**src/rtl/move_sched_if.sv**
```systemverilog
// Collision-checker and movement-datapath bus shared by the
// frame sequencer (master) and the physics units (slave).
interface move_sched_if;
   logic       coll_req;
   logic       coll_char;
   logic       coll_ack;
   logic [1:0] coll_state_in;
   logic [1:0] move_en;
   logic [9:0] cur_x;
   logic [8:0] cur_y;
   logic [1:0] collision_state;
   logic [9:0] new_x;
   logic [8:0] new_y;

   modport master (
      output coll_req, coll_char, move_en,
      output cur_x, cur_y, collision_state,
      input  coll_ack, coll_state_in, new_x, new_y
   );

   modport slave (
      input  coll_req, coll_char, move_en,
      input  cur_x, cur_y, collision_state,
      output coll_ack, coll_state_in, new_x, new_y
   );
endinterface

```
**src/rtl/move_scheduler.sv**
```systemverilog
// Per-frame physics sequencer: time-shares one collision checker and
// one movement datapath between blue then red, owning their positions.
module move_scheduler #(
   parameter logic [9:0] BLUE_X0     = 10'd40,
   parameter logic [8:0] BLUE_Y0     = 9'd400,
   parameter logic [9:0] RED_X0      = 10'd80,
   parameter logic [8:0] RED_Y0      = 9'd400,
   parameter logic [7:0] ACK_TIMEOUT = 8'd63,
   parameter int         MOVE_LAT    = 2
) (
   input  logic         clk,
   input  logic         rst_n,
   input  logic         frame_tick,
   move_sched_if.master bus,
   output logic [9:0]   blue_x,
   output logic [8:0]   blue_y,
   output logic [9:0]   red_x,
   output logic [8:0]   red_y,
   output logic         busy,
   output logic         frame_done,
   output logic         overrun,
   output logic         ack_timeout
);
   typedef enum logic [2:0] {
      IDLE, REQ, MOVE, WAIT, COMMIT, DONE
   } state_t;

   localparam logic [7:0] TO_LAST = 8'(ACK_TIMEOUT - 8'd1);
   localparam logic [7:0] WAIT_LAST =
      8'((MOVE_LAT > 1) ? MOVE_LAT - 2 : 0);

   state_t     state, state_nx;
   logic       ch, ch_nx;
   logic [7:0] cnt, cnt_nx;
   logic [1:0] blue_cs, red_cs;
   logic       req_to;

   assign req_to = !bus.coll_ack && (cnt == TO_LAST);

   always_ff @(posedge clk or negedge rst_n) begin
      if (!rst_n) begin
         state <= IDLE;
         ch    <= 1'b0;
         cnt   <= '0;
      end else begin
         state <= state_nx;
         ch    <= ch_nx;
         cnt   <= cnt_nx;
      end
   end

   always_comb begin
      state_nx = state;
      ch_nx    = ch;
      cnt_nx   = cnt;
      unique case (state)
         IDLE: begin
            if (frame_tick) begin
               state_nx = REQ;
               ch_nx    = 1'b0;
               cnt_nx   = '0;
            end
         end
         REQ: begin
            if (bus.coll_ack || req_to) begin
               state_nx = MOVE;
               cnt_nx   = '0;
            end else begin
               cnt_nx = cnt + 8'd1;
            end
         end
         MOVE: begin
            // a one-cycle datapath needs no wait slot at all
            state_nx = (MOVE_LAT > 1) ? WAIT : COMMIT;
            cnt_nx   = '0;
         end
         WAIT: begin
            if (cnt == WAIT_LAST) begin
               state_nx = COMMIT;
               cnt_nx   = '0;
            end else begin
               cnt_nx = cnt + 8'd1;
            end
         end
         COMMIT: begin
            cnt_nx = '0;
            if (!ch) begin
               ch_nx    = 1'b1;
               state_nx = REQ;
            end else begin
               state_nx = DONE;
            end
         end
         DONE:    state_nx = IDLE;
         default: state_nx = IDLE;
      endcase
   end

   always_ff @(posedge clk or negedge rst_n) begin
      if (!rst_n) begin
         blue_x      <= BLUE_X0;
         blue_y      <= BLUE_Y0;
         red_x       <= RED_X0;
         red_y       <= RED_Y0;
         blue_cs     <= '0;
         red_cs      <= '0;
         overrun     <= 1'b0;
         ack_timeout <= 1'b0;
      end else begin
         if (frame_tick && state != IDLE)
            overrun <= 1'b1;
         if (state == REQ) begin
            if (bus.coll_ack) begin
               if (ch) red_cs  <= bus.coll_state_in;
               else    blue_cs <= bus.coll_state_in;
            end else if (req_to) begin
               if (ch) red_cs  <= 2'b00;
               else    blue_cs <= 2'b00;
               ack_timeout <= 1'b1;
            end
         end
         if (state == COMMIT) begin
            if (ch) begin
               red_x <= bus.new_x;
               red_y <= bus.new_y;
            end else begin
               blue_x <= bus.new_x;
               blue_y <= bus.new_y;
            end
         end
      end
   end

   assign bus.coll_req        = (state == REQ);
   assign bus.coll_char       = ch;
   assign bus.move_en         = (state == MOVE) ? (ch ? 2'b10 : 2'b01)
                                                : 2'b00;
   assign bus.cur_x           = ch ? red_x  : blue_x;
   assign bus.cur_y           = ch ? red_y  : blue_y;
   assign bus.collision_state = ch ? red_cs : blue_cs;
   assign busy                = (state != IDLE);
   assign frame_done          = (state == DONE);
endmodule

```
**src/flat_wrapper.sv**
```systemverilog
// flat-port wrapper written by rule: the top's interface ports become plain ports
module move_scheduler_flat 
#(
   parameter logic [9:0] BLUE_X0     = 10'd40,
   parameter logic [8:0] BLUE_Y0     = 9'd400,
   parameter logic [9:0] RED_X0      = 10'd80,
   parameter logic [8:0] RED_Y0      = 9'd400,
   parameter logic [7:0] ACK_TIMEOUT = 8'd63,
   parameter int         MOVE_LAT    = 2
)
  (clk, rst_n, frame_tick, blue_x, blue_y, red_x, red_y, busy, frame_done, overrun, ack_timeout, bus_coll_req, bus_coll_char, bus_move_en, bus_cur_x, bus_cur_y, bus_collision_state, bus_coll_ack, bus_coll_state_in, bus_new_x, bus_new_y);
  move_sched_if bus_i ();
  input  logic clk;
  input  logic rst_n;
  input  logic frame_tick;
  output logic [9:0] blue_x;
  output logic [8:0] blue_y;
  output logic [9:0] red_x;
  output logic [8:0] red_y;
  output logic busy;
  output logic frame_done;
  output logic overrun;
  output logic ack_timeout;
  output wire logic [$bits(bus_i.coll_req)-1:0] bus_coll_req;
  output wire logic [$bits(bus_i.coll_char)-1:0] bus_coll_char;
  output wire logic [$bits(bus_i.move_en)-1:0] bus_move_en;
  output wire logic [$bits(bus_i.cur_x)-1:0] bus_cur_x;
  output wire logic [$bits(bus_i.cur_y)-1:0] bus_cur_y;
  output wire logic [$bits(bus_i.collision_state)-1:0] bus_collision_state;
  input wire logic [$bits(bus_i.coll_ack)-1:0] bus_coll_ack;
  input wire logic [$bits(bus_i.coll_state_in)-1:0] bus_coll_state_in;
  input wire logic [$bits(bus_i.new_x)-1:0] bus_new_x;
  input wire logic [$bits(bus_i.new_y)-1:0] bus_new_y;
  assign bus_coll_req = bus_i.coll_req;
  assign bus_coll_char = bus_i.coll_char;
  assign bus_move_en = bus_i.move_en;
  assign bus_cur_x = bus_i.cur_x;
  assign bus_cur_y = bus_i.cur_y;
  assign bus_collision_state = bus_i.collision_state;
  assign bus_i.coll_ack = bus_coll_ack;
  assign bus_i.coll_state_in = bus_coll_state_in;
  assign bus_i.new_x = bus_new_x;
  assign bus_i.new_y = bus_new_y;
  move_scheduler #(.BLUE_X0(BLUE_X0), .BLUE_Y0(BLUE_Y0), .RED_X0(RED_X0), .RED_Y0(RED_Y0), .ACK_TIMEOUT(ACK_TIMEOUT), .MOVE_LAT(MOVE_LAT)) u_core (.clk(clk), .rst_n(rst_n), .frame_tick(frame_tick), .bus(bus_i), .blue_x(blue_x), .blue_y(blue_y), .red_x(red_x), .red_y(red_y), .busy(busy), .frame_done(frame_done), .overrun(overrun), .ack_timeout(ack_timeout));
endmodule
```
**config.mk**
```make
export PLATFORM = sky130hd
export DESIGN_NAME = move_scheduler_flat
export DESIGN_NICKNAME = d
export VERILOG_FILES = /design/src/rtl/move_sched_if.sv /design/src/rtl/move_scheduler.sv /design/src/flat_wrapper.sv
export SDC_FILE = /design/constraint.sdc
export NUM_CORES = 1
export LEC_CHECK = 0
export BUFFER_PORTS_ARGS = -buffer_cell sky130_fd_sc_hd__buf_4
export CAP_MARGIN = 5
export CORE_MARGIN = 2
export CORE_UTILIZATION = 45
export CTS_CLUSTER_DIAMETER = 50
export DETAILED_ROUTE_END_ITERATION = 7
export PLACE_DENSITY_LB_ADDON = 0.3
export SLEW_MARGIN = 25
export SYNTH_ARGS = -nofsm -noshare
export SYNTH_HDL_FRONTEND = slang
export SYNTH_SLANG_ARGS = --single-unit
```
**constraint.sdc**
```tcl
create_clock -name clk -period 1.7 [get_ports clk]
set_input_delay 0.085 -clock clk [delete_from_list [all_inputs] [get_ports clk]]
set_output_delay 0.085 -clock clk [all_outputs]
set_load 0.02 [all_outputs]
```
======== Word level (Yosys, flattened, before mapping) ========
Index checks and enable logic that the tools add are counted.
storage, ports and cells
  memory bits (read-only) ................. 0
  output and inout bits ................... 67
  latch bits .............................. 0
  memories ................................ 0
  bits of input ports ..................... 25
  flip-flop bits (word level) ............. 56
  RAM bits ................................ 0
operators by class
  div/mod/pow operators ................... 0
  magnitude comparators ................... 0
  bitwise operators ....................... 2
  $mul .................................... 0
  multiplexer cells ....................... 24
  equal/unequal tests ..................... 9
  reductions and logical operators ........ 19
  add/sub/neg operators ................... 1
  shift-type cells ........................ 0
operators with widths
  operator                                                number
  case mux 8 bit (4 select lines)                         1
  two-way mux 8 bit                                       3
  two-way mux 2 bit                                       11
  case mux 3 bit (5 select lines)                         1
  two-way mux 3 bit                                       4
  AND reduction 3 bit                                     4
  two-way mux 10 bit                                      1
  two-way mux 9 bit                                       1
  adder 8 x 1 -> 8 bit (second input constant)            1
  equality test 8 x 6 -> 1 bit (second input constant)    1
  zero test 8 bit                                         1
  AND reduction 2 bit                                     4
  equality test 3 x 2 -> 1 bit (second input constant)    2
  equality test 3 bit (second input constant)             2
  inequality test 2 x 1 -> 1 bit (second input constant)  2
  nonzero test 2 bit                                      2
  nonzero test 4 bit                                      1
  equality test 3 x 1 -> 1 bit (second input constant)    1
  zero test 3 bit                                         1
  nonzero test 3 bit                                      1
  logical AND 1 bit                                       2
  inequality test 2 bit (second input constant)           1
  NOT 1 bit                                               2
  case mux 1 bit (2 select lines)                         1
  other kinds (4)                                         4

======== Longest topological paths before layout ========
Gate-level depths: netlist (run 1).
  word-level depth ........................ 5
  mapped depth ............................ 6
  depth with buffers taken out ............ 5

======== Least setup slack after synthesis (run 1) ========
No wires, ideal clock.
  path kind ............................... reg-to-output
  start ................................... register u_core.ch, in the netlist u_core.bus.coll_char
  end ..................................... output port bus_move_en[1]
  setup slack ............................. -0.253 ns
  data required time ...................... 1.615 ns
  arrival time ............................ 1.868 ns
  cell stages (with the launch flop) ...... 4
  cells stage by stage .................... dfrtp_1 > clkbuf_1 > clkbuf_1 > nor4bb_1
on the way
  cells in the longest elaborated chain, start to end .. 2
RTL lines
  element                         RTL line               RTL
  start: declaration              move_scheduler.sv:33   logic ch, ch_nx;
  start signal: assignment        move_scheduler.sv:47   ch <= ch_nx;
  two-way mux 2 bit (2 in a row)  move_scheduler.sv:136  assign bus.move_en = (state == MOVE) ? (ch ? 2'b10 : 2'b01)
  end: declaration                flat_wrapper.sv:26     output wire logic [$bits(bus_i.move_en)-1:0] bus_move_en;
Every way passes these cells.

======== Worst setup path after layout (run 1) ========
  start ................................... register u_core.state[0]
  end ..................................... output port busy
on the way
  cells in the longest elaborated chain, start to end .. 1
RTL lines
  element                   RTL line               RTL
  start: declaration        move_scheduler.sv:32   state_t state, state_nx;
  start signal: assignment  move_scheduler.sv:46   state <= state_nx;
  nonzero test 3 bit        move_scheduler.sv:141  assign busy = (state != IDLE);
  end: declaration          flat_wrapper.sv:20     output logic busy;
Every way passes these cells.

==> results of run 1 <==
layer usage:
layer / wire (um) / track usage
met1: 2570 / 0.231
met2: 2910 / 0.282
met3: 368 / 0.0511
met4: 25 / 0.0458
met5: 0 / 0
cell families after synthesis:
family / share of synthesized area
mux: 0.253
simple gates: 0.0998
buf+inv: 0.0258
flops: 0.529
fa+ha+maj: 0.0141
compound gates: 0.0782
power by group:
group / switching (mW) / total [mW] / internal, mW
sequential: 0.425 / 2.36 / 1.93
combinational: 1.99 / 3.96 / 1.98
clock: 0.414 / 0.703 / 0.289
total: 2.82 / 7.03 / 4.20
worst max-delay path, delay by kind of cell, from the launching register on:
family	cells	cell delay [ps]
buf+inv	2	370
simple gates	1	410
flops	1	470
what timing repair did:
action                     CTS  global route
hold buffers                 2             9
hold endpoints to repair    47            16
setup endpoints to repair   16            24
gates cloned                 0             1
resized for setup            1             7
state kept, by name (all words and copies together) (netlist names):
signal and flops:
u_core.blue_x 10, u_core.red_x 10, u_core.blue_y 9, u_core.red_y 9
u_core.cnt 8, u_core.state 3, u_core.blue_cs 2, u_core.red_cs 2
u_core.ack_timeout 1, u_core.bus.coll_char 1, u_core.overrun 1
worst min-delay path by stage:
| stage | startpoint | to | slack, ps | cells after the start |
|---|---|---|---|---|
| after floorplan | rst_n | u_core.ack_timeout | -210 | 0 |
| after global placement | rst_n | u_core.blue_cs[0] | 180 | 1 |
| after detailed placement | rst_n | u_core.blue_y[3] | 170 | 1 |
| after CTS | bus_new_x[0] | u_core.red_x[0] | 4 | 2 |
| after global routing | bus_new_y[7] | u_core.red_y[7] | 1 | 2 |
| final | frame_tick | u_core.overrun | 10 | 2 |
cell usage in the layout, fill, tap and decap left out, types with 2 or more instances in the layout:
cell	count
a21oi_1	3
a31oi_4	2
a32o_1	4
and3_1	2
buf_12	2
buf_4	99
clkbuf_8	5
dfrtp_1	45
dfstp_2	10
dlygate4sd3_1	11
ha_1	3
inv_1	5
mux2_1	2
mux2_2	58
nand2_1	18
nand3_1	2
nor2_1	5
nor2_2	4
nor2b_1	3
o211ai_1	2
o21ai_0	6
o22ai_1	3
final cells by class:
type	count	area, um^2	share of cell area
Clock buffer	6	72.6	0.0193
Clock inverter	2	12.5	0.00333
Inverter	5	18.8	0.00499
Multi-Input combinational cell	140	1240	0.331
Sequential cell	56	1420	0.376
Tap cell	75	93.8	0.0249
Timing Repair Buffer	113	905	0.240
==> impl_metrics.csv, run 1 <==
group,metric,value,unit
power_and_ir_drop,vdd_drop_max,0.00116,V
floorplanning,design.die.area,6570,um^2
yosys,synth_cell_types,45,
setup_path,r2r_cells,4,
routing,wl_per_cell,14.8,um
grt,grt_pass1_vias,1881,
clock_tree,numCtsBuffers,5,
yosys,ys_top_cells_by_count,"mux2_2 (58), dfrtp_1 (46), nand2_1 (18)",
layout,syn2layout_area_growth,40.8,%
setup_path,startpoint_type,"flop",
yosys,yosysWarnings,0,
yosys,syn_area_per_cell,12.8,um^2
power_and_ir_drop,total_leakage_power,1.78,nW
grt,grt_pass1_wl,8.83,mm
setup_path,crit_start,"u_core.state[0]",
run,timing.max_cap.violations,0,
timing,fin_setup_tns,0,ps
power_and_ir_drop,p_total,7.03,mW
placement,dp_hpwl,4.22,mm
clock_tree,h-tree-depth,2,
grt,gr-total-overflow,0,
yosys,synth-edff-count,0,
yosys,syn_inst,209,
setup_path,crit_type,"flop to output port",
power_and_ir_drop,cellPowerDensity,1870,nW/um^2
setup_path,crit_path_frequent_cell,"buf_4",
floorplanning,die_w,81.0,um
routing,dr_total_vias,2059,
layout,stdcell_area,3760,um^2
layout,drive_gt1_frac,0.596,
setup_path,r2r_setup_slack,90,ps
setup_path,cp_slowest_cell,"dfrtp_1",
timing,period_needed,1640,ps
yosys,synth-main-ff-cell,"dfrtp_1",
setup_path,cp-end-kind,"output port",
floorplanning,io_pins,92,
layout,finalNonFillerCells,397,
setup_path,worstPathCellList,"buf_4, or3_1, buf_4",
placement,gp_congestion,0.782,
layout,nNetsFinal,349,
setup_path,crit_path_end,"busy",
setup_path,cp.arrival,1550,ps
routing,firstDrtPassIters,4,
clock_tree,postCtsSetupRepairBufs,0,
layout,utilization,0.647,
yosys,synth_top_area_cell,"dfrtp_1",
yosys,netlist_area,2670,um^2
routing,vias_per_cell,5.19,
floorplanning,coreArea,5820,um^2
min_path,hold_class,"primary input to flop",
timing,setup_viol_count_final,0,
yosys,synth_top_area_share,0.431,
timing,fmax,0.611,GHz
yosys,synth_most_common_cell,"mux2_2",
setup_path,crit_required,1620,ps
clock_tree,cts_tree,"built",
layout,num-fill-cells,487,
grt,grt_max_degree,57,
setup_path,crit_fanout,7,
placement,io_buffer_count,91,
floorplanning,die_h,81.0,um
timing,fin_hold_ws,13.1,ps
clock_tree,numClockSinks,56,
setup_path,crit-reg2reg-launch,"u_core.state[1]",
timing,hold_violations,0,
setup_path,max_stage_delay,470,ps
placement,pre_cts_slack,37.4,ps
timing,maxSlewHeadroom,0.542,
yosys,seq_area_frac_synth,0.529,
layout,antenna_cells,0,
timing,tightestPinTransition,687,ps
timing,finalCritPeriodShare,0.963,
routing,wl,5.88,mm
grt,grt.total_usage,0.174,
yosys,synth_fp_nets,237,
clock_tree,root_buffer,"clkbuf_8",
placement,placed_cells,377,
timing,slew_viol_final,0,
clock_tree,cts_max_path_buffers,2,
setup_path,r2r_end,"u_core.cnt[6]",
clock_tree,path_clk_slew,100,ps
routing,drt_iter0_drc,84,
floorplanning,start_util,0.459,
floorplanning,row_count,28,
routing,route.detailed.drc,0,
grt,antenna_found_initial,0,
timing,worst_slack,63.0,ps
yosys,synth_area_leaders,"dfrtp_1 (43%), mux2_2 (24%), dfstp_2 (9.8%), nand2_1 (2.5%), a32o_1 (1.5%)",
clock_tree,clock_latency,300,ps
yosys,async_reset_ff_frac,1.00,
status,status,"complete, no violations",
routing,drtAntennaViolNets,0,
yosys,ys_seq_elements,56,
timing,fin_skew,5.15,ps
placement,placed_cell_area,3520,um^2
Power figures use the tool's default switching activity.
==> run 2, diff against run 1 <==
==> constraint.sdc (replaced) <==
create_clock -name clk -period 1.7 [get_ports clk]
set_input_delay 0.085 -clock clk [delete_from_list [all_inputs] [get_ports clk]]
set_output_delay 0.085 -clock clk [all_outputs]
set_load 0.01 [all_outputs]
==> run 2 against run 1 <==
Setup slack gained 6.0 ps; clock skew is essentially flat; flip-flop and latch count is the same; non-clock buffer count shrank 3; cell area shrank 1.5%; sequential share of layout area grew 0.61 points; critical path depth grew 2; hold slack lost 7.8 ps; combinational power shrank 17%; first-iteration DRC count grew 42%; register-to-register slack lost 20 ps; clock power grew 3%; highest routed layer unchanged.
==> impl_metrics.csv, run 2 (synthesis results as in run 1) <==
group,metric,value,unit
layout,largestRegisters,"u_core.blue_x x10, u_core.red_x x10",
run,timing.max_cap.violations,0,
grt,grt_pass1_vias,1905,
power_and_ir_drop,vdd_drop_max,0.000923,V
clock_tree,numClockSinks,56,
setup_path,r2r_end,"u_core.red_cs[1]",
timing,fin_hold_ws,5.27,ps
layout,antenna_cells,0,
clock_tree,numCtsBuffers,5,
setup_path,critPathTopFamily,"simple AND/OR/NAND/NOR gates",
routing,dr_total_vias,2097,
layout,drive_gt1_frac,0.599,
power_and_ir_drop,p_seq_frac,0.373,
clock_tree,path_clk_slew,100,ps
timing,fmax,0.613,GHz
grt,grt_max_degree,57,
routing,wl,5.92,mm
timing,hold_violations,0,
setup_path,crit_type,"flop to flop",
timing,period_needed,1630,ps
min_path,hold_class,"primary input to flop",
routing,drt_iter0_drc,119,
status,status,"complete, no violations",
power_and_ir_drop,switching_share,0.348,
setup_path,r2r_cells,5,
setup_path,worstPathCellList,"buf_4, and4_1, and3_1, o21ai_0, a32o_1",
timing,setup_viol_count_final,0,
setup_path,cp-end-kind,"flop",
setup_path,max_stage_delay,400,ps
layout,nNetsFinal,346,
timing,maxSlewHeadroom,0.531,
floorplanning,row_count,28,
power_and_ir_drop,p_total,6.37,mW
clock_tree,cts_tree,"built",
timing,tightestPinTransition,704,ps
timing,slew_viol_final,0,
grt,antenna_found_initial,0,
timing,finalCritPeriodShare,0.959,
setup_path,startpoint_type,"flop",
floorplanning,io_pins,92,
power_and_ir_drop,cellPowerDensity,1720,nW/um^2
clock_tree,root_buffer,"clkbuf_8",
setup_path,r2r_setup_slack,70,ps
setup_path,cp.arrival,1830,ps
power_and_ir_drop,total_leakage_power,1.76,nW
setup_path,crit_start,"u_core.cnt[2]",
placement,gp_congestion,0.851,
routing,vias_per_cell,5.32,
clock_tree,h-tree-depth,2,
placement,dp_hpwl,4.15,mm
setup_path,cp_slowest_cell,"dfrtp_1",
setup_path,crit_required,1900,ps
layout,mostFrequentLayoutCell,"buf_4",
grt,grt_pass1_wl,9.08,mm
routing,drtAntennaViolNets,0,
clock_tree,cts_max_path_buffers,2,
power_and_ir_drop,pwr-share-comb,0.513,
layout,syn2layout_area_growth,38.7,%
floorplanning,coreArea,5820,um^2
floorplanning,die_w,81.0,um
setup_path,cp.depth,5,
routing,firstDrtPassIters,4,
clock_tree,clock_latency,310,ps
grt,gr-total-overflow,0,
routing,route.detailed.drc,0,
placement,io_buffer_count,91,
grt,grt.total_usage,0.178,
power_and_ir_drop,p_clk_frac,0.113,
setup_path,crit_path_end,"u_core.red_cs[1]",
timing,fin_setup_tns,0,ps
setup_path,cp_num_buf_inv,1,
setup_path,crit-reg2reg-launch,"u_core.cnt[2]",
setup_path,crit_fanout,6,
floorplanning,start_util,0.459,
timing,fin_skew,4.76,ps
routing,wl_per_cell,15.0,um
power_and_ir_drop,p_int,4.15,mW
power_and_ir_drop,switchingPower,2.21,mW
floorplanning,design.die.area,6570,um^2
floorplanning,die_h,81.0,um
layout,final_cell_mix,"buf_4 (102), mux2_2 (58), dfrtp_1 (44), nand2_1 (18), dfstp_2 (10)",
==> run 2: power groups by stage <==
stage               Sequential (mW)  Combinational, mW  Clock (mW)
finish                         2.38               3.27       0.721
global route                   2.46               3.54       0.805
CTS                            2.38               3.29       0.746
detailed placement             2.40               3.26           0
global placement               2.36               3.21           0
floorplan                      2.46               1.56           0
==> run 2: what timing repair did <==
| action | CTS | global route |
|---|---|---|
| hold endpoints to repair | 47 | 3 |
| cloned | 1 | 0 |
| endpoints found under the setup margin | 20 | 4 |
| pin swaps | 0 | 2 |
| setup buffers | 0 | 0 |
| resized for setup | 2 | 3 |
| hold buffers | 2 | 3 |
==> run 2: worst min-delay path by stage <==
stage	from	endpoint	cells past startpoint
3_5_place_dp	rst_n	u_core.red_cs[1]	1
5_1_grt	bus_new_x[9]	u_core.blue_x[9]	2
6_report	bus_new_y[3]	u_core.blue_y[3]	2
3_3_place_gp	rst_n	u_core.red_cs[1]	1
2_1_floorplan	rst_n	u_core.ack_timeout	0
4_1_cts	bus_new_y[3]	u_core.blue_y[3]	2
==> run 2: final cells by class <==
type,instances,area (um^2)
fillers,483,2110
flip-flops and latches,56,1420
multi-input cells,140,1220
repair buffers,110,867
well taps,75,93.8
clock buffers,6,72.6
inverters,5,18.8
clock inverters,2,16.3
==> run 2: stage by stage <==
stage               cells  cell area (um^2)   util  setup slack, ps
floorplan             209              2680      -             48.4
global placement      380              3530  0.608             64.0
detailed placement    380              3530  0.608            -14.9
CTS                   391              3660  0.629             22.5
global route          394              3710  0.637            -14.3
finish                394              3710  0.637             69.1
==> run 2: routing by layer <==
metal	vias to the layer above	part of all wire	track usage
met4	0	0.011	0.0542
met5	-	0	0
li1	985	-	-
met2	72	0.50	0.299
met3	4	0.067	0.0389
met1	1036	0.42	0.231
